### src/rtl/hazard_ctrl_if.sv
// ---------------------------------------------------------------------------
// hazard_ctrl_if
// Bundle between the pipeline datapath and the hazard controller.
//
//   Pipeline -> controller : ID_rs, ID_rt, EX_memRead, EX_writeReg, MEM_M,
//                            dm_ready, branch_taken
//   Controller -> pipeline : PC_en, IF_ID_en, EX_MEM_en, IF_ID_flush,
//                            ID_EX_bubble, MEM_WB_bubble, state, dm_err
//
// modport master : the pipeline side (drives hazard inputs, observes controls)
// modport slave  : the hazard controller
// ---------------------------------------------------------------------------
interface hazard_ctrl_if;
  logic [4:0] ID_rs;
  logic [4:0] ID_rt;
  logic       EX_memRead;
  logic [4:0] EX_writeReg;
  logic [1:0] MEM_M;
  logic       dm_ready;
  logic       branch_taken;

  logic       PC_en;
  logic       IF_ID_en;
  logic       EX_MEM_en;
  logic       IF_ID_flush;
  logic       ID_EX_bubble;
  logic       MEM_WB_bubble;
  logic [1:0] state;
  logic       dm_err;

  modport master (
    output ID_rs, ID_rt, EX_memRead, EX_writeReg, MEM_M, dm_ready, branch_taken,
    input  PC_en, IF_ID_en, EX_MEM_en, IF_ID_flush, ID_EX_bubble, MEM_WB_bubble,
           state, dm_err
  );

  modport slave (
    input  ID_rs, ID_rt, EX_memRead, EX_writeReg, MEM_M, dm_ready, branch_taken,
    output PC_en, IF_ID_en, EX_MEM_en, IF_ID_flush, ID_EX_bubble, MEM_WB_bubble,
           state, dm_err
  );
endinterface

### src/rtl/hazard_ctrl.sv
// ---------------------------------------------------------------------------
// hazard_ctrl
// Pipeline hazard controller: data-memory wait freeze with timeout abort,
// taken-branch flush, and load-use stall. Control outputs are a Mealy
// function of the FSM state and the current inputs (zero latency); state and
// the sticky dm_err flag are registered.
//
// Ports
//   clk    : single clock, rising edge
//   rst    : asynchronous active-low reset
//   hz     : hazard_ctrl_if.slave (hazard inputs in, stage controls out)
//   stall_cycles, flush_count : 16-bit saturating performance counters,
//            present only when HAZARD_PERF_CNT_EN is defined
//
// Parameter
//   DM_TIMEOUT : number of MEM_WAIT cycles tolerated before the access is
//                dropped and dm_err is raised
//
// Configuration macro: HAZARD_PERF_CNT_EN
// ---------------------------------------------------------------------------
module hazard_ctrl #(
  parameter int DM_TIMEOUT = 8
) (
  input  logic          clk,
  input  logic          rst,
  hazard_ctrl_if.slave  hz
`ifdef HAZARD_PERF_CNT_EN
  ,
  output logic [15:0]   stall_cycles,
  output logic [15:0]   flush_count
`endif
);

  localparam int CW = (DM_TIMEOUT < 1) ? 1 : $clog2(DM_TIMEOUT + 1);
  localparam logic [CW-1:0] TIMEOUT_VAL = CW'(DM_TIMEOUT);

  typedef enum logic [1:0] {
    RUN      = 2'b00,
    MEM_WAIT = 2'b01,
    FLUSH    = 2'b10
  } state_t;

  state_t          state_reg, state_next;
  logic [CW-1:0]   wait_cnt_reg, wait_cnt_next;
  logic            dm_err_reg, dm_err_next;

  logic pc_en, if_id_en, ex_mem_en, if_id_flush, id_ex_bubble, mem_wb_bubble;
  logic mem_wait, load_use, timeout;

  assign mem_wait = (hz.MEM_M != 2'b00) && !hz.dm_ready;
  assign load_use = hz.EX_memRead && (hz.EX_writeReg != 5'd0) &&
                    ((hz.EX_writeReg == hz.ID_rs) || (hz.EX_writeReg == hz.ID_rt));
  // wait_cnt_reg counts completed MEM_WAIT cycles; the access is dropped on
  // the cycle after DM_TIMEOUT of them have elapsed without dm_ready.
  assign timeout  = (wait_cnt_reg == TIMEOUT_VAL);

  always_comb begin
    pc_en         = 1'b1;
    if_id_en      = 1'b1;
    ex_mem_en     = 1'b1;
    if_id_flush   = 1'b0;
    id_ex_bubble  = 1'b0;
    mem_wb_bubble = 1'b0;
    state_next    = state_reg;
    wait_cnt_next = wait_cnt_reg;
    dm_err_next   = dm_err_reg;

    case (state_reg)
      RUN: begin
        if (mem_wait) begin
          pc_en         = 1'b0;
          if_id_en      = 1'b0;
          ex_mem_en     = 1'b0;
          mem_wb_bubble = 1'b1;
          wait_cnt_next = '0;
          state_next    = MEM_WAIT;
        end else if (hz.branch_taken) begin
          // Branch outranks load-use: the stalled instruction is wrong-path.
          if_id_flush   = 1'b1;
          id_ex_bubble  = 1'b1;
          state_next    = FLUSH;
        end else if (load_use) begin
          pc_en         = 1'b0;
          if_id_en      = 1'b0;
          id_ex_bubble  = 1'b1;
        end
      end

      MEM_WAIT: begin
        // EX is frozen here, so branch_taken is stale and ignored.
        if (hz.dm_ready) begin
          state_next    = RUN;
        end else if (timeout) begin
          // Drop the access: let EX advance, retire a bubble from MEM.
          mem_wb_bubble = 1'b1;
          dm_err_next   = 1'b1;
          state_next    = RUN;
        end else begin
          pc_en         = 1'b0;
          if_id_en      = 1'b0;
          ex_mem_en     = 1'b0;
          mem_wb_bubble = 1'b1;
          wait_cnt_next = wait_cnt_reg + CW'(1);
        end
      end

      FLUSH: begin
        if (mem_wait) begin
          pc_en         = 1'b0;
          if_id_en      = 1'b0;
          ex_mem_en     = 1'b0;
          mem_wb_bubble = 1'b1;
          wait_cnt_next = '0;
          state_next    = MEM_WAIT;
        end else begin
          if_id_flush   = 1'b1;
          state_next    = RUN;
        end
      end

      default: begin
        state_next = RUN;
      end
    endcase

    // Outputs must sit at their defaults for the whole reset assertion,
    // regardless of what the pipeline is presenting.
    if (!rst) begin
      pc_en         = 1'b1;
      if_id_en      = 1'b1;
      ex_mem_en     = 1'b1;
      if_id_flush   = 1'b0;
      id_ex_bubble  = 1'b0;
      mem_wb_bubble = 1'b0;
    end
  end

  always_ff @(posedge clk or negedge rst) begin
    if (!rst) begin
      state_reg    <= RUN;
      wait_cnt_reg <= '0;
      dm_err_reg   <= 1'b0;
    end else begin
      state_reg    <= state_next;
      wait_cnt_reg <= wait_cnt_next;
      dm_err_reg   <= dm_err_next;
    end
  end

  assign hz.PC_en         = pc_en;
  assign hz.IF_ID_en      = if_id_en;
  assign hz.EX_MEM_en     = ex_mem_en;
  assign hz.IF_ID_flush   = if_id_flush;
  assign hz.ID_EX_bubble  = id_ex_bubble;
  assign hz.MEM_WB_bubble = mem_wb_bubble;
  assign hz.state         = state_reg;
  assign hz.dm_err        = dm_err_reg;

`ifdef HAZARD_PERF_CNT_EN
  logic [15:0] stall_cycles_reg, flush_count_reg;

  always_ff @(posedge clk or negedge rst) begin
    if (!rst) begin
      stall_cycles_reg <= 16'd0;
      flush_count_reg  <= 16'd0;
    end else begin
      if (!pc_en && (stall_cycles_reg != 16'hFFFF))
        stall_cycles_reg <= stall_cycles_reg + 16'd1;
      // FLUSH never follows FLUSH, so any transition into it is an entry.
      if ((state_next == FLUSH) && (state_reg != FLUSH) &&
          (flush_count_reg != 16'hFFFF))
        flush_count_reg <= flush_count_reg + 16'd1;
    end
  end

  assign stall_cycles = stall_cycles_reg;
  assign flush_count  = flush_count_reg;
`endif

endmodule

### src/flat_wrapper.sv
// flat-port wrapper written by rule: the top's interface ports become plain ports
module hazard_ctrl_flat 
#(
  parameter int DM_TIMEOUT = 8
)
  (clk, rst, hz_ID_rs, hz_ID_rt, hz_EX_memRead, hz_EX_writeReg, hz_MEM_M, hz_dm_ready, hz_branch_taken, hz_PC_en, hz_IF_ID_en, hz_EX_MEM_en, hz_IF_ID_flush, hz_ID_EX_bubble, hz_MEM_WB_bubble, hz_state, hz_dm_err);
  hazard_ctrl_if hz_i ();
  input  logic clk;
  input  logic rst;
  input wire logic [$bits(hz_i.ID_rs)-1:0] hz_ID_rs;
  input wire logic [$bits(hz_i.ID_rt)-1:0] hz_ID_rt;
  input wire logic [$bits(hz_i.EX_memRead)-1:0] hz_EX_memRead;
  input wire logic [$bits(hz_i.EX_writeReg)-1:0] hz_EX_writeReg;
  input wire logic [$bits(hz_i.MEM_M)-1:0] hz_MEM_M;
  input wire logic [$bits(hz_i.dm_ready)-1:0] hz_dm_ready;
  input wire logic [$bits(hz_i.branch_taken)-1:0] hz_branch_taken;
  output wire logic [$bits(hz_i.PC_en)-1:0] hz_PC_en;
  output wire logic [$bits(hz_i.IF_ID_en)-1:0] hz_IF_ID_en;
  output wire logic [$bits(hz_i.EX_MEM_en)-1:0] hz_EX_MEM_en;
  output wire logic [$bits(hz_i.IF_ID_flush)-1:0] hz_IF_ID_flush;
  output wire logic [$bits(hz_i.ID_EX_bubble)-1:0] hz_ID_EX_bubble;
  output wire logic [$bits(hz_i.MEM_WB_bubble)-1:0] hz_MEM_WB_bubble;
  output wire logic [$bits(hz_i.state)-1:0] hz_state;
  output wire logic [$bits(hz_i.dm_err)-1:0] hz_dm_err;
  assign hz_i.ID_rs = hz_ID_rs;
  assign hz_i.ID_rt = hz_ID_rt;
  assign hz_i.EX_memRead = hz_EX_memRead;
  assign hz_i.EX_writeReg = hz_EX_writeReg;
  assign hz_i.MEM_M = hz_MEM_M;
  assign hz_i.dm_ready = hz_dm_ready;
  assign hz_i.branch_taken = hz_branch_taken;
  assign hz_PC_en = hz_i.PC_en;
  assign hz_IF_ID_en = hz_i.IF_ID_en;
  assign hz_EX_MEM_en = hz_i.EX_MEM_en;
  assign hz_IF_ID_flush = hz_i.IF_ID_flush;
  assign hz_ID_EX_bubble = hz_i.ID_EX_bubble;
  assign hz_MEM_WB_bubble = hz_i.MEM_WB_bubble;
  assign hz_state = hz_i.state;
  assign hz_dm_err = hz_i.dm_err;
  hazard_ctrl #(.DM_TIMEOUT(DM_TIMEOUT)) u_core (.clk(clk), .rst(rst), .hz(hz_i));
endmodule
### config.mk
export PLATFORM = sky130hd
export DESIGN_NAME = hazard_ctrl_flat
export DESIGN_NICKNAME = d
export VERILOG_FILES = /design/src/rtl/hazard_ctrl_if.sv /design/src/rtl/hazard_ctrl.sv /design/src/flat_wrapper.sv
export SDC_FILE = /design/constraint.sdc
export NUM_CORES = 1
export LEC_CHECK = 0
export CAP_MARGIN = 20
export CELL_PAD_IN_SITES_DETAIL_PLACEMENT = 0
export CELL_PAD_IN_SITES_GLOBAL_PLACEMENT = 1
export CORE_MARGIN = 4
export CORE_UTILIZATION = 27
export CTS_BUF_LIST = sky130_fd_sc_hd__clkbuf_4
export CTS_CLUSTER_SIZE = 28
export DETAILED_ROUTE_END_ITERATION = 8
export PLACE_DENSITY_LB_ADDON = 0.1
export SKIP_CTS_REPAIR_TIMING = 1
export SLEW_MARGIN = 5
export SYNTH_ARGS = -nofsm -noshare
export SYNTH_HDL_FRONTEND = slang
export SYNTH_SLANG_ARGS = --single-unit
### constraint.sdc
create_clock -name clk -period 2.3 [get_ports clk]
set_input_delay 0.575 -clock clk [delete_from_list [all_inputs] [get_ports clk]]
set_output_delay 0.575 -clock clk [all_outputs]
set_load 0.01 [all_outputs]
==> results of run 1 <==
[final cells by class]
cell class | instances | share of cell area
timing repair buffer | 53 | 0.4251
sequential | 7 | 0.1499
clock buffer | 4 | 0.02570
inverter | 5 | 0.01606
multi-input combinational | 51 | 0.3544
tap | 27 | 0.02891
[critical path: stages]
cell,delay [ns]
sky130_fd_sc_hd__buf_6,0.10
sky130_fd_sc_hd__or4_4,0.54
sky130_fd_sc_hd__o211ai_2,0.17
sky130_fd_sc_hd__o32a_1,0.18
sky130_fd_sc_hd__buf_2,0.13
[metrics by stage]
step / cells / hold WS [ns] / setup TNS [ns] / setup WS (ns) / util
finish: 147 / 0.3326 / 0 / 0.01880 / 0.5896
global route: 147 / 0.3615 / -0.1613 / -0.07679 / 0.5896
CTS: 143 / 0.4658 / -3.632 / -0.7572 / 0.5385
detailed placement: 139 / 0.4537 / -3.558 / -0.7487 / 0.5234
global placement: 139 / 0.4389 / -3.555 / -0.7408 / 0.5234
floorplan: 64 / 0.2794 / 0 / 0.1376 / -
[cells in the final DEF, fill, tap and decap left out, types with 2 or more instances in the layout]
master,n
sky130_fd_sc_hd__buf_2,2
sky130_fd_sc_hd__buf_4,23
sky130_fd_sc_hd__clkbuf_2,3
sky130_fd_sc_hd__clkbuf_4,4
sky130_fd_sc_hd__clkdlybuf4s50_1,5
sky130_fd_sc_hd__dfrtp_1,7
sky130_fd_sc_hd__dlymetal6s2s_1,19
sky130_fd_sc_hd__ha_1,2
sky130_fd_sc_hd__inv_1,3
sky130_fd_sc_hd__inv_2,2
sky130_fd_sc_hd__nand2_1,3
sky130_fd_sc_hd__nor2_1,6
sky130_fd_sc_hd__nor2_2,2
sky130_fd_sc_hd__nor3_2,4
sky130_fd_sc_hd__o21ai_0,2
sky130_fd_sc_hd__xor2_1,11
[cell families (layout without fill, tap and decap cells)]
kind of cell | after synthesis | after routing | synth area share
XOR/XNOR | 12 | 12 | 0.1850
buffers and inverters | 6 | 62 | 0.04626
AND/OR/NAND/NOR | 24 | 24 | 0.2423
flip-flops | 7 | 7 | 0.3084
AO/OA/AOI/OAI | 13 | 13 | 0.1740
adder cells (fa/ha/maj) | 2 | 2 | 0.04405
[layer usage]
layer / up-vias / global-route usage / share of wire
met5: - / 0 / 0
met4: 0 / 0.01277 / 0
met3: 0 / 0.04432 / 0.070
met2: 19 / 0.2177 / 0.52
met1: 299 / 0.1568 / 0.41
li1: 339 / - / -
[power by group through the flow]
stage | clock (mW) | combinational (mW) | sequential [mW]
final | 0.123 | 0.258 | 0.160
after global routing | 0.138 | 0.286 | 0.163
after CTS | 0.130 | 0.237 | 0.156
after detailed placement | 0 | 0.234 | 0.158
after global placement | 0 | 0.233 | 0.158
after floorplan | 0 | 0.0808 | 0.161
[worst paths after layout]
| path | start | endpoint | slack [ns] | cells after the start |
|---|---|---|---|---|
| worst max register to register | u_core.wait_cnt_reg[1]$_DFFE_PN0P_ | u_core.wait_cnt_reg[1]$_DFFE_PN0P_ | 0.78 | 7 |
| worst max-delay path | hz_EX_writeReg[4] | hz_IF_ID_en | 0.02 | 5 |
| max in group asynchronous | rst | u_core.hz.dm_err$_DFFE_PN0P_ | 1.79 | 2 |
| min in group clk | u_core.hz.dm_err$_DFFE_PN0P_ | u_core.hz.dm_err$_DFFE_PN0P_ | 0.46 | 1 |
| worst min register to register | u_core.hz.dm_err$_DFFE_PN0P_ | u_core.hz.dm_err$_DFFE_PN0P_ | 0.46 | 1 |
| worst min-delay path | rst | u_core.wait_cnt_reg[1]$_DFFE_PN0P_ | 0.33 | 2 |
==> impl_summary.md, run 1 <==
Status
The run finished with clean final reports.

Floorplan
The I/O pin count is 31. The count of standard-cell rows is 16. For this configuration, the core starts out at a cell density of 0.2866. The standard cell core area is 1982 µm². The die covers 2901 µm². The die outline height is 53.87 µm. The floorplan step set the die width to approximately 54 µm.

STA
The worst relative slew slack is 0.7797. The highest attainable clock frequency is between 0.4 and 0.5 GHz. Clock skew on the completed layout was measured at ~0.005 ns. The count of endpoints failing hold in the final timing report was 0. The final count of pins violating max slew is 0. The slew at the pin closest to its max-slew limit is 0.3305 ns. Setup repair after global routing could not meet its margin everywhere. The time the worst path needs with I/O delays and setup is 2.281 ns. Of the available clock period, the critical path in the final layout requires 0.9918. The number of setup violations in the final report is 0.

Logic synthesis
The post-synth net total is 88. After synthesis the netlist holds a flip-flop and latch count of 7. For this run, the leading register cell type out of synthesis is sky130_fd_sc_hd__dfrtp_1. The number of library cell types mapped by synthesis is 26.

After synthesis, the most frequently instantiated cells are 12 x sky130_fd_sc_hd__xor2_1, 8 x sky130_fd_sc_hd__nor2_1, 7 x sky130_fd_sc_hd__dfrtp_1, 5 x sky130_fd_sc_hd__inv_1, 5 x sky130_fd_sc_hd__nor3_1. Ranked by total cell area, the synthesized netlist is headed by sky130_fd_sc_hd__dfrtp_1 31%, sky130_fd_sc_hd__xor2_1 19%, sky130_fd_sc_hd__nor2_1 5.3%, sky130_fd_sc_hd__ha_1 4.4%, sky130_fd_sc_hd__nor3_1 4.4%. The area of the mapped netlist is between 500 and 600 µm².

In this run, synthesis inferred 0 flip-flops with an integrated enable. The Yosys warning count is 0. sky130_fd_sc_hd__dfrtp_1 takes more of the synthesized area than any other cell. Of the post-synthesis cell area, the dominant cell type holds 0.3084. For this run, asynchronously set or reset flops after synthesis account for 1.000. Of the synthesized area, sequential elements account for 0.3084. The most frequently used cell type in the post-synthesis netlist is sky130_fd_sc_hd__xor2_1. In this run the mean area of a mapped cell was 8.876 µm². The instance count of the mapped netlist is 64.

Layout
From synthesis to final layout, the design area changed by 105.7%. For this run, the post-layout net count is 145. Counting the fill cells in the layout gives 159. The number of flip-flops under the largest register name is 4. The fraction of layout cells with a size suffix above 1 is 0.4167.

Across the whole layout, storage elements account for ~180 µm². The area occupied by multi-input gates is 414.1 µm². 0 antenna diodes ended up in the layout.

The final design instance area without fill is 1169 µm².

Power
The relative contribution of the clock network to total power is 0.227. The switching component of the power is around 0.16 mW. In this run the power density over the cells is 462.8 nW/µm². IR analysis of the VDD net gives a maximum drop of 481.8 µV.

The sum of internal, switching and leakage power is between 0.5 and 0.6 mW. The static power due to leakage is 0.7097 nW. The power share of the combinational group is 0.477.

The part of the total power dissipated in sequential elements is 0.296. Internal power comes to 0.3764 mW. Of the total power, the share spent switching nets is 0.3040.

Placement
Port buffering added 30 buffers. The HPWL after detailed placement is around 1400 µm. The congestion estimate from routability-driven global placement came to 0.6825. The area of placed instances is between 1000 and 1500 µm².

Worst setup path
The highest net fanout along the worst path is 3. At the worst endpoint, the required time is 1.73 ns. The sort of element at the end of the critical path is a primary output. The arrival time of the worst setup path is 1.71 ns. The kind of critical path is primary input to primary output. The kind of start point of the critical path is a primary input.

Route
In this run, the number of DRC markers left after iteration 0 of detailed routing was 7. The detail-routed via count per cell is 4.469. The count of nets left with antenna violations once routing finished came out at 0. The remaining routing DRC violations is 0.

The final layout contains routed wiring with a total length of around 1800 µm. The pre-antenna-repair detailed-routing pass consisted of 4 iterations. The mean routed wirelength per cell is 12.20 µm.

Detailed routing inserted a total of 657 vias.

GRT
The maximum number of pins on one net before global-route repair is 9. The initial antenna violation count is 0. Summed over all layers, the global routing overflow is 0. The first global-routing pass estimated 2697 µm of wire. The overall track demand over capacity in global routing is 0.1269. The via count of the first global-routing pass came to between 600 and 700.

Clock tree
The number of buffers inserted during clock tree synthesis is 3. The insertion delay of the later-clocked pin in the worst-skew pair is 0.25 ns. The maximum level of the CTS H-tree is 1. The number of clock sinks is 7.

TritonCTS built the clock tree. The clock root buffer master is sky130_fd_sc_hd__clkbuf_4. The clock slew at the register clock pins of the worst setup and hold paths is 0.05 ns. Counting along the longest clock path gives a buffer depth of 2.

Hold path
The worst min-delay path class is primary input to async pin.

Flow run
The max-cap violation count is 0.
No activity file was read; power rests on OpenSTA's default activity.
==> inputs of run 2 (changes only) <==
- CTS_BUF_LIST: sky130_fd_sc_hd__clkbuf_4 -> sky130_fd_sc_hd__clkbuf_8
- SETUP_SLACK_MARGIN: not set -> 0.3
==> run 2 against run 1 <==
  * Hold slack improved by 0.037 ns
  * Total power up 11%
  * Count of clock-buffer cells in the layout is 1 lower
  * Core utilization is 2.8 points higher
  * Setup slack is essentially flat
  * Critical path depth unchanged
  * First-iteration DRC count is the same
  * Final area increased by 4.7%
  * Via count is 2.0% higher
  * Final cell count grew 2.0%
  * Sequential cell count unchanged
  * Sequential power barely moved
  * Largest power group unchanged
==> impl_summary.md, run 2 (same netlist as run 1, synthesis figures left out) <==
Floorplan
The I/O pin count is 31 (unchanged). The starting utilization of the core area came to 0.2866 (unchanged). The die outline height was 53.87 µm (unchanged). The width of the die is 53.87 µm (unchanged). The count of standard-cell rows came to 16 (unchanged). The standard cell core area is 1982 µm² (unchanged). The total die area is 2901 µm² (unchanged).

STA
The count of endpoints failing hold in the final timing report is 0 (unchanged). The worst relative slew slack was 0.8295 (+0.04986). The setup TNS after final layout is 0 ns (unchanged).

The smallest hold slack is 0.3695 ns (+0.03690 ns). The number of setup violations in the final report is 0 (unchanged). Setup repair after global routing could not meet its margin everywhere. The setup clock skew after layout is 0.003627 ns (-0.001292 ns). The final count of pins violating max slew is 0 (unchanged). The final worst slack was 0.01846 ns (-0.0003406 ns). The final period utilization came to 0.9920 (about the same). The highest attainable clock frequency is 0.4383 GHz (about the same). The time the worst path needs with I/O delays and setup is 2.282 ns (+0.0003406 ns). The slew at the pin closest to its max-slew limit is 0.2534 ns (-0.07713 ns).

Placement
The number of buffers inserted by port buffering is 30 (unchanged). The setup slack at placement is -0.7487 ns (unchanged). The half-perimeter wire length after placement was 1373 µm (unchanged).

The final RePlAce weighted congestion is 0.6825 (unchanged).

Route
The count of vias placed by the detailed router came to 670 (+2.0%). The remaining routing DRC violations is 0 (unchanged). The mean routed wirelength per cell is 12.47 µm (+2.2%).

The detail-routed via count per cell is 4.467 (about the same). The number of detailed-routing iterations run before antenna repair came to 2 (-2). The DRC violation total after the first TritonRoute iteration is 7 (unchanged). The wire length reported by the detailed router is 1871 µm (+4.3%). The post-route antenna net violation count came to 0 (unchanged).

Clock tree
The clock slew at the register clock pins of the worst setup and hold paths is 0.04 ns (about the same). In this run the clock root is driven by a sky130_fd_sc_hd__clkbuf_8. TritonCTS built the clock tree. The number of clock sinks is 7 (unchanged). The number of buffers inserted during clock tree synthesis is 3 (unchanged). The insertion delay of the later-clocked pin in the worst-skew pair is 0.22 ns (-0.03 ns). The buffer depth of the longest clock path is 2 (unchanged). The maximum level of the CTS H-tree is 1 (unchanged).

Worst setup path
STA classifies the critical path endpoint as a primary output. The register-to-register setup slack is 0.76 ns (-0.02 ns). The arrival time of the worst setup path is 1.71 ns (about the same).

The setup path with the least slack is of type primary input to primary output. The highest net fanout along the worst path was 3 (unchanged). The kind of start point of the critical path is a primary input.

The worst-case reg-to-reg path depth is 7 (unchanged). The startpoint of the worst register-to-register path is u_core.wait_cnt_reg[0]$_DFFE_PN0P_. The worst flop-to-flop path endpoint is u_core.wait_cnt_reg[1]$_DFFE_PN0P_.

The data required time of the worst path was 1.73 ns (about the same).

Layout
The number of nets in the layout is 148 (+2.1%). The area occupied by multi-input gates is 430.4 µm² (+3.9%). The final-layout fill cell count is 157 (-1.3%). Leaving out fill and tap cells, the most frequent cells in the layout are 24 x sky130_fd_sc_hd__buf_4, 16 x sky130_fd_sc_hd__dlymetal6s2s_1, 11 x sky130_fd_sc_hd__xor2_1. The combined flip-flop and latch cell area is 176.4 µm² (+0.71%).

The count of inserted antenna diode cells came to 0 (unchanged). Compared with the post-synthesis result, the final layout area differs by 115.4%. The fraction of layout cells with a size suffix above 1 came to 0.4878 (+0.07114). The number of flip-flops under the largest register name was 4 (unchanged). The library cell used most frequently in the layout, excluding fill and tap cells, is sky130_fd_sc_hd__buf_4.

Power
The highest ir drop seen on vdd is 472.8 µV (-1.9%). The static power due to leakage is 0.6982 nW (-1.6%). The cell area power density is 492.0 nW/µm² (+6.3%).

GRT
The via count of the first global-routing pass came to 655 (+1.4%). The first-pass GRT wire length is 2732 µm (+1.3%). The initial antenna violation count is 0 (unchanged).

The overall track demand over capacity in global routing is 0.1310 (+0.004039). The maximum number of pins on one net before global-route repair was 9 (unchanged). The total congestion overflow after global routing was 0 (unchanged).

Status
The run finished with clean final reports.

Flow run
The max-cap violation count is 0 (unchanged).

Hold path
The worst hold path belongs to the class primary input to async pin.
run 2: changes by cell type in the layout (fill, tap and decap cells not counted), sizes merged:
cell	previous run	this run
inv	5	6
clkbuf	7	5
clkdlybuf4s50	5	4
buf	26	34
dlymetal6s2s	19	16
run 2: worst max-delay path, cell delays in order:
cell	delay, ns
sky130_fd_sc_hd__buf_8	0.10
sky130_fd_sc_hd__or4_4	0.54
sky130_fd_sc_hd__o211ai_2	0.17
sky130_fd_sc_hd__o32a_1	0.18
sky130_fd_sc_hd__buf_2	0.13
run 2: per-stage QoR:
| step | power, mW | util | instance area (µm²) | std cells |
|---|---|---|---|---|
| global placement | 0.3914 | 0.5234 | 1037 | 139 |
| global route | 0.6489 | 0.6174 | 1224 | 150 |
| floorplan | 0.2421 | - | 568.0 | 64 |
| detailed placement | 0.3918 | 0.5234 | 1037 | 139 |
| finish | 0.6021 | 0.6174 | 1224 | 150 |
| CTS | 0.5641 | 0.5461 | 1082 | 143 |
run 2: layout make-up:
cell class | instances | share of cell area
clock inverter | 1 | 0.003067
tap | 27 | 0.02761
timing repair buffer | 56 | 0.4243
multi-input combinational | 51 | 0.3517
sequential | 7 | 0.1442
inverter | 5 | 0.01534
clock buffer | 3 | 0.03374
run 2: how the worst max path moves through the flow:
stage | to | from | cells after the start | slack, ns
floorplan | hz_PC_en | hz_EX_writeReg[0] | 4 | 0.14
global placement | hz_IF_ID_en | hz_EX_writeReg[3] | 6 | -0.74
detailed placement | hz_IF_ID_en | hz_EX_writeReg[0] | 5 | -0.75
CTS | hz_IF_ID_en | hz_EX_writeReg[0] | 5 | -0.76
global route | hz_IF_ID_en | u_core.wait_cnt_reg[0]$_DFFE_PN0P_ | 7 | -0.06
finish | hz_IF_ID_en | hz_EX_writeReg[4] | 5 | 0.02
run 2: where the power goes:
| group | leakage (nW) | internal, mW | switching (mW) |
|---|---|---|---|
| registers | 0.0926 | 0.142 | 0.0204 |
| logic | 0.579 | 0.167 | 0.107 |
| clock network | 0.0269 | 0.115 | 0.0504 |
| total | 0.698 | 0.424 | 0.178 |
run 2: per-layer routing:
metal / up-vias / GRT usage / wire, µm
met5: - / 0 / 0
met4: 0 / 0.02553 / 0
met3: 0 / 0.05263 / 134
met2: 19 / 0.2198 / 981
met1: 307 / 0.1568 / 754
li1: 344 / - / -
==> inputs of run 3 (changes only) <==
- ABC_AREA: not set -> 1
- CORE_ASPECT_RATIO: not set -> 0.6
==> run 3 against run 2 <==
  * Sequential cell count did not move
  * Register-to-register slack better by 0.23 ns
  * Core utilization decreased by 5.7 points
  * Final area increased by 1.2%
  * Critical endpoint unchanged
  * Via count is 18% higher
  * Critical path depth rose by 1
  * Total power is 5.7% higher
  * Combinational power grew 8.0%
  * Synthesized cell count rose by 64%
==> impl_summary.md, run 3 <==
Status
The flow ran to the end, and the final reports show no timing, DRC or antenna violations.

Worst setup path
The worst-case reg-to-reg path depth is 8 (+1). The total stage count of the critical path was 6 (+1). The delay of the slowest critical-path stage came to 0.26 ns (-0.28 ns). The slowest cell on the critical path is sky130_fd_sc_hd__a211oi_4. The kind of start point of the critical path is a primary input. The cell that appears most often on the critical path is sky130_fd_sc_hd__nand2_2. The signal on the critical path passes through dlymetal6s2s_1 > nor2_2 > nand2_2 > a211oi_4 > nand2_2 > buf_6.

The startpoint of the worst register-to-register path is u_core.wait_cnt_reg[0]$_DFFE_PN0P_. The data required time of the worst path is 1.73 ns (about the same). In this run the worst setup path terminates at hz_IF_ID_en. The setup path with the least slack is of type primary input to primary output. The arrival time of the worst setup path came to 1.47 ns (-0.24 ns). The worst flop-to-flop path endpoint is u_core.wait_cnt_reg[2]$_DFFE_PN0P_.

The launch point of the critical path is hz_dm_ready. The sort of element at the end of the critical path is a primary output. The highest net fanout along the worst path is 4 (+1). On the critical path the largest part of the delay comes from simple AND/OR/NAND/NOR gates. The register-to-register setup slack came to 0.99 ns (+0.23 ns). The number of buffers and inverters on the critical path came to 2 (unchanged).

Logic synthesis
The most used flip-flop cell after synthesis is sky130_fd_sc_hd__dfrtp_1. The instance count of the mapped netlist is 105 (+64%). The number of enable-type register cells in the synthesized netlist is 0 (unchanged).

The number of library cell types mapped by synthesis is 21 (-19%). The area of the mapped netlist is 636.9 µm² (+12%). By area the synthesized netlist is led by sky130_fd_sc_hd__dfrtp_1 28%, sky130_fd_sc_hd__nand2_1 18%, sky130_fd_sc_hd__inv_1 13%, sky130_fd_sc_hd__nor2_1 5.9%, sky130_fd_sc_hd__nand3_1 4.7%. The most frequently used cell type in the post-synthesis netlist is sky130_fd_sc_hd__nand2_1. The proportion of synthesized flip-flops having asynchronous set or reset is 1.000 (unchanged). After synthesis, the most frequently instantiated cells are 31 x sky130_fd_sc_hd__nand2_1, 22 x sky130_fd_sc_hd__inv_1, 10 x sky130_fd_sc_hd__nor2_1, 7 x sky130_fd_sc_hd__dfrtp_1, 6 x sky130_fd_sc_hd__nand3_1. The share of the synthesized area in the top cell type is 0.2750 (-0.03332). The register area share after synthesis was 0.2750 (-0.03332). The biggest area contributor in the post-synthesis netlist is sky130_fd_sc_hd__dfrtp_1. The average size of a mapped cell came to 6.065 µm² (-32%). The flip-flop and latch count after synthesis is 7 (unchanged). The Yosys warning count is 0 (unchanged). The post-synth net total is 129 (+47%).

STA
The highest attainable clock frequency is 0.4882 GHz (+11%). The setup TNS after final layout was 0 ns (unchanged). The slew at the pin closest to its max-slew limit is 0.2355 ns (-0.01788 ns).

The worst relative slew slack was 0.8430 (+0.01348). The final count of pins violating max slew is 0 (unchanged). The setup clock skew after layout is 0.003684 ns (+0.00005712 ns). The time the worst path needs with I/O delays and setup is 2.049 ns (-0.2330 ns). The number of setup violations in the final report is 0 (unchanged). The final period utilization is 0.8907 (-0.1013). The smallest hold slack is 0.3287 ns (-0.04071 ns). The final worst slack came to 0.2515 ns (+0.2330 ns). The count of endpoints failing hold in the final timing report came to 0 (unchanged).

Setup repair after global routing could not meet its margin everywhere.

Placement
The setup slack at placement is -0.6016 ns (+0.1471 ns). The number of buffers inserted by port buffering was 30 (unchanged). The final RePlAce weighted congestion was 0.7023 (+2.9%).

The half-perimeter wire length after placement is 1626 µm (+18%).

Route
The detail-routed via count per cell is 4.299 (-3.8%). The count of vias placed by the detailed router was 791 (+18%). The DRC violation total after the first TritonRoute iteration came to 17 (+10). The mean routed wirelength per cell is 11.98 µm (-3.9%). The wire length reported by the detailed router is 2205 µm (+18%). The number of detailed-routing iterations run before antenna repair is 4 (+2). The post-route antenna net violation count is 0 (unchanged). The remaining routing DRC violations was 0 (unchanged).

GRT
The initial antenna violation count is 0 (unchanged). The total congestion overflow after global routing is 0 (unchanged). The via count of the first global-routing pass is 703 (+7.3%).

The maximum number of pins on one net before global-route repair is 10 (+1). The first-pass GRT wire length is 3187 µm (+17%). The overall track demand over capacity in global routing came to 0.1330 (+0.001995).

Power
The internal cell power is 0.4136 mW (-2.5%). The part of the total power dissipated in sequential elements came to 0.266 (-0.004). The sum of internal, switching and leakage power is 0.6364 mW (+5.7%). The switching share of total power is 0.3501 (+0.05467).

The highest ir drop seen on vdd came to 334.9 µV (-29%). The relative contribution of the clock network to total power is 0.268 (-0.007). The static power due to leakage was 0.6706 nW (-3.9%). The switching component of the power is 0.2228 mW (+25%).

The power share of the combinational group is 0.466 (+0.011). The cell area power density came to 513.7 nW/µm² (+4.4%).

Layout
The most common library cell in the layout ignoring fill and taps is sky130_fd_sc_hd__nand2_1. The count of inserted antenna diode cells was 0 (unchanged). From synthesis to final layout, the design area changed by 94.50%. The number of nets in the layout is 179 (+21%).

In the layout the commonest cells are 20 x sky130_fd_sc_hd__nand2_1, 16 x sky130_fd_sc_hd__inv_1, 16 x sky130_fd_sc_hd__buf_4. The fraction of layout cells with a size suffix above 1 is 0.5455 (+0.05765). The number of flip-flops under the largest register name is 4 (unchanged). The final standard cell utilization of the core came to 0.5600 (-0.05747).

Clock tree
The insertion delay of the later-clocked pin in the worst-skew pair is 0.23 ns (about the same). The buffer depth of the longest clock path is 2 (unchanged). The maximum level of the CTS H-tree is 1 (unchanged). The number of clock sinks is 7 (unchanged). The CTS tree is yes. The number of buffers inserted during clock tree synthesis is 3 (unchanged). The clock root buffer master is sky130_fd_sc_hd__clkbuf_8. The clock slew at the register clock pins of the worst setup and hold paths is 0.04 ns (about the same).

Floorplan
The standard cell core area is 2212 µm² (+12%). The count of standard-cell rows was 13 (-3). The width of the die is 70.70 µm (+31%). The starting utilization of the core area is 0.2879 (+0.001280). The die outline height is 45.62 µm (-15%). The total die area is 3225 µm² (+11%). The I/O pin count came to 31 (unchanged).

Flow run
The max-cap violation count was 0 (unchanged).

Hold path
The worst min-delay path class is primary input to async pin.
[run 3: cell types whose count changed after synthesis, sizes merged, moves of 2 or more]
cell    change
o31ai       -2
nand3       +5
nor2        +5
a21oi       +4
nor3        -3
xor2       -12
inv        +19
xnor2       +2
nand2      +32
o211ai      -2
[run 3: through the flow]
| step | instance area (µm²) | instances |
|---|---|---|
| floorplan | 636.9 | 105 |
| global placement | 1042 | 174 |
| detailed placement | 1042 | 174 |
| CTS | 1087 | 178 |
| global route | 1239 | 184 |
| finish | 1239 | 184 |
[run 3: logic make-up (layout without fill, tap and decap cells)]
logic type               Yosys count  count (layout)  share of synthesized area
AO/OA/AOI/OAI                     12              12                     0.1139
XOR/XNOR                           2               2                    0.02751
adder cells (fa/ha/maj)            2               2                    0.03929
buffers and inverters             25              74                     0.1533
flip-flops                         7               7                     0.2751
AND/OR/NAND/NOR                   57              57                     0.3910
[run 3: final cells by class]
| cell class | count | area [µm²] |
|---|---|---|
| inverters | 24 | 97.59 |
| repair buffers | 46 | 396.6 |
| multi-input cells | 73 | 485.5 |
| flip-flops and latches | 7 | 176.4 |
| clock buffers | 3 | 41.29 |
| clock inverters | 1 | 3.754 |
| well taps | 30 | 37.54 |
| fillers | 229 | 973.4 |
[run 3: worst min-delay path by stage]
stage,start,endpoint,slack (ns),cells after the start
2_1_floorplan,rst,u_core.hz.dm_err$_DFFE_PN0P_,0.28,0
3_3_place_gp,u_core.hz.dm_err$_DFFE_PN0P_,u_core.hz.dm_err$_DFFE_PN0P_,0.47,1
3_5_place_dp,u_core.hz.dm_err$_DFFE_PN0P_,u_core.hz.dm_err$_DFFE_PN0P_,0.48,1
4_1_cts,u_core.wait_cnt_reg[2]$_DFFE_PN0P_,u_core.wait_cnt_reg[2]$_DFFE_PN0P_,0.51,1
5_1_grt,rst,u_core.hz.dm_err$_DFFE_PN0P_,0.36,2
6_report,rst,u_core.hz.dm_err$_DFFE_PN0P_,0.33,2
[run 3: power groups by stage]
| stage | sequential (mW) | clock (mW) | combinational, mW |
|---|---|---|---|
| 2_1_floorplan | 0.168 | 0 | 0.105 |
| 3_3_place_gp | 0.170 | 0 | 0.226 |
| 3_5_place_dp | 0.171 | 0 | 0.229 |
| 4_1_cts | 0.170 | 0.176 | 0.231 |
| 5_1_grt | 0.172 | 0.183 | 0.332 |
| 6_report | 0.170 | 0.171 | 0.296 |
[run 3: metal layers]
metal,routed length (µm),up-vias,GRT usage
li1,-,414,-
met1,1037,352,0.1892
met5,0,-,0
met4,19,0,0.04494
met3,163,2,0.05727
met2,985,23,0.1768
[run 3: worst register-to-register path, stage by stage, from the launching register on]
cell and delay (ns):
sky130_fd_sc_hd__dfrtp_1 0.39, sky130_fd_sc_hd__inv_1 0.07, sky130_fd_sc_hd__ha_2 0.19, sky130_fd_sc_hd__nand2_4 0.10, sky130_fd_sc_hd__nand2_2 0.07, sky130_fd_sc_hd__buf_4 0.15
sky130_fd_sc_hd__nor2_2 0.10, sky130_fd_sc_hd__o21ai_1 0.06, sky130_fd_sc_hd__a21oi_1 0.11
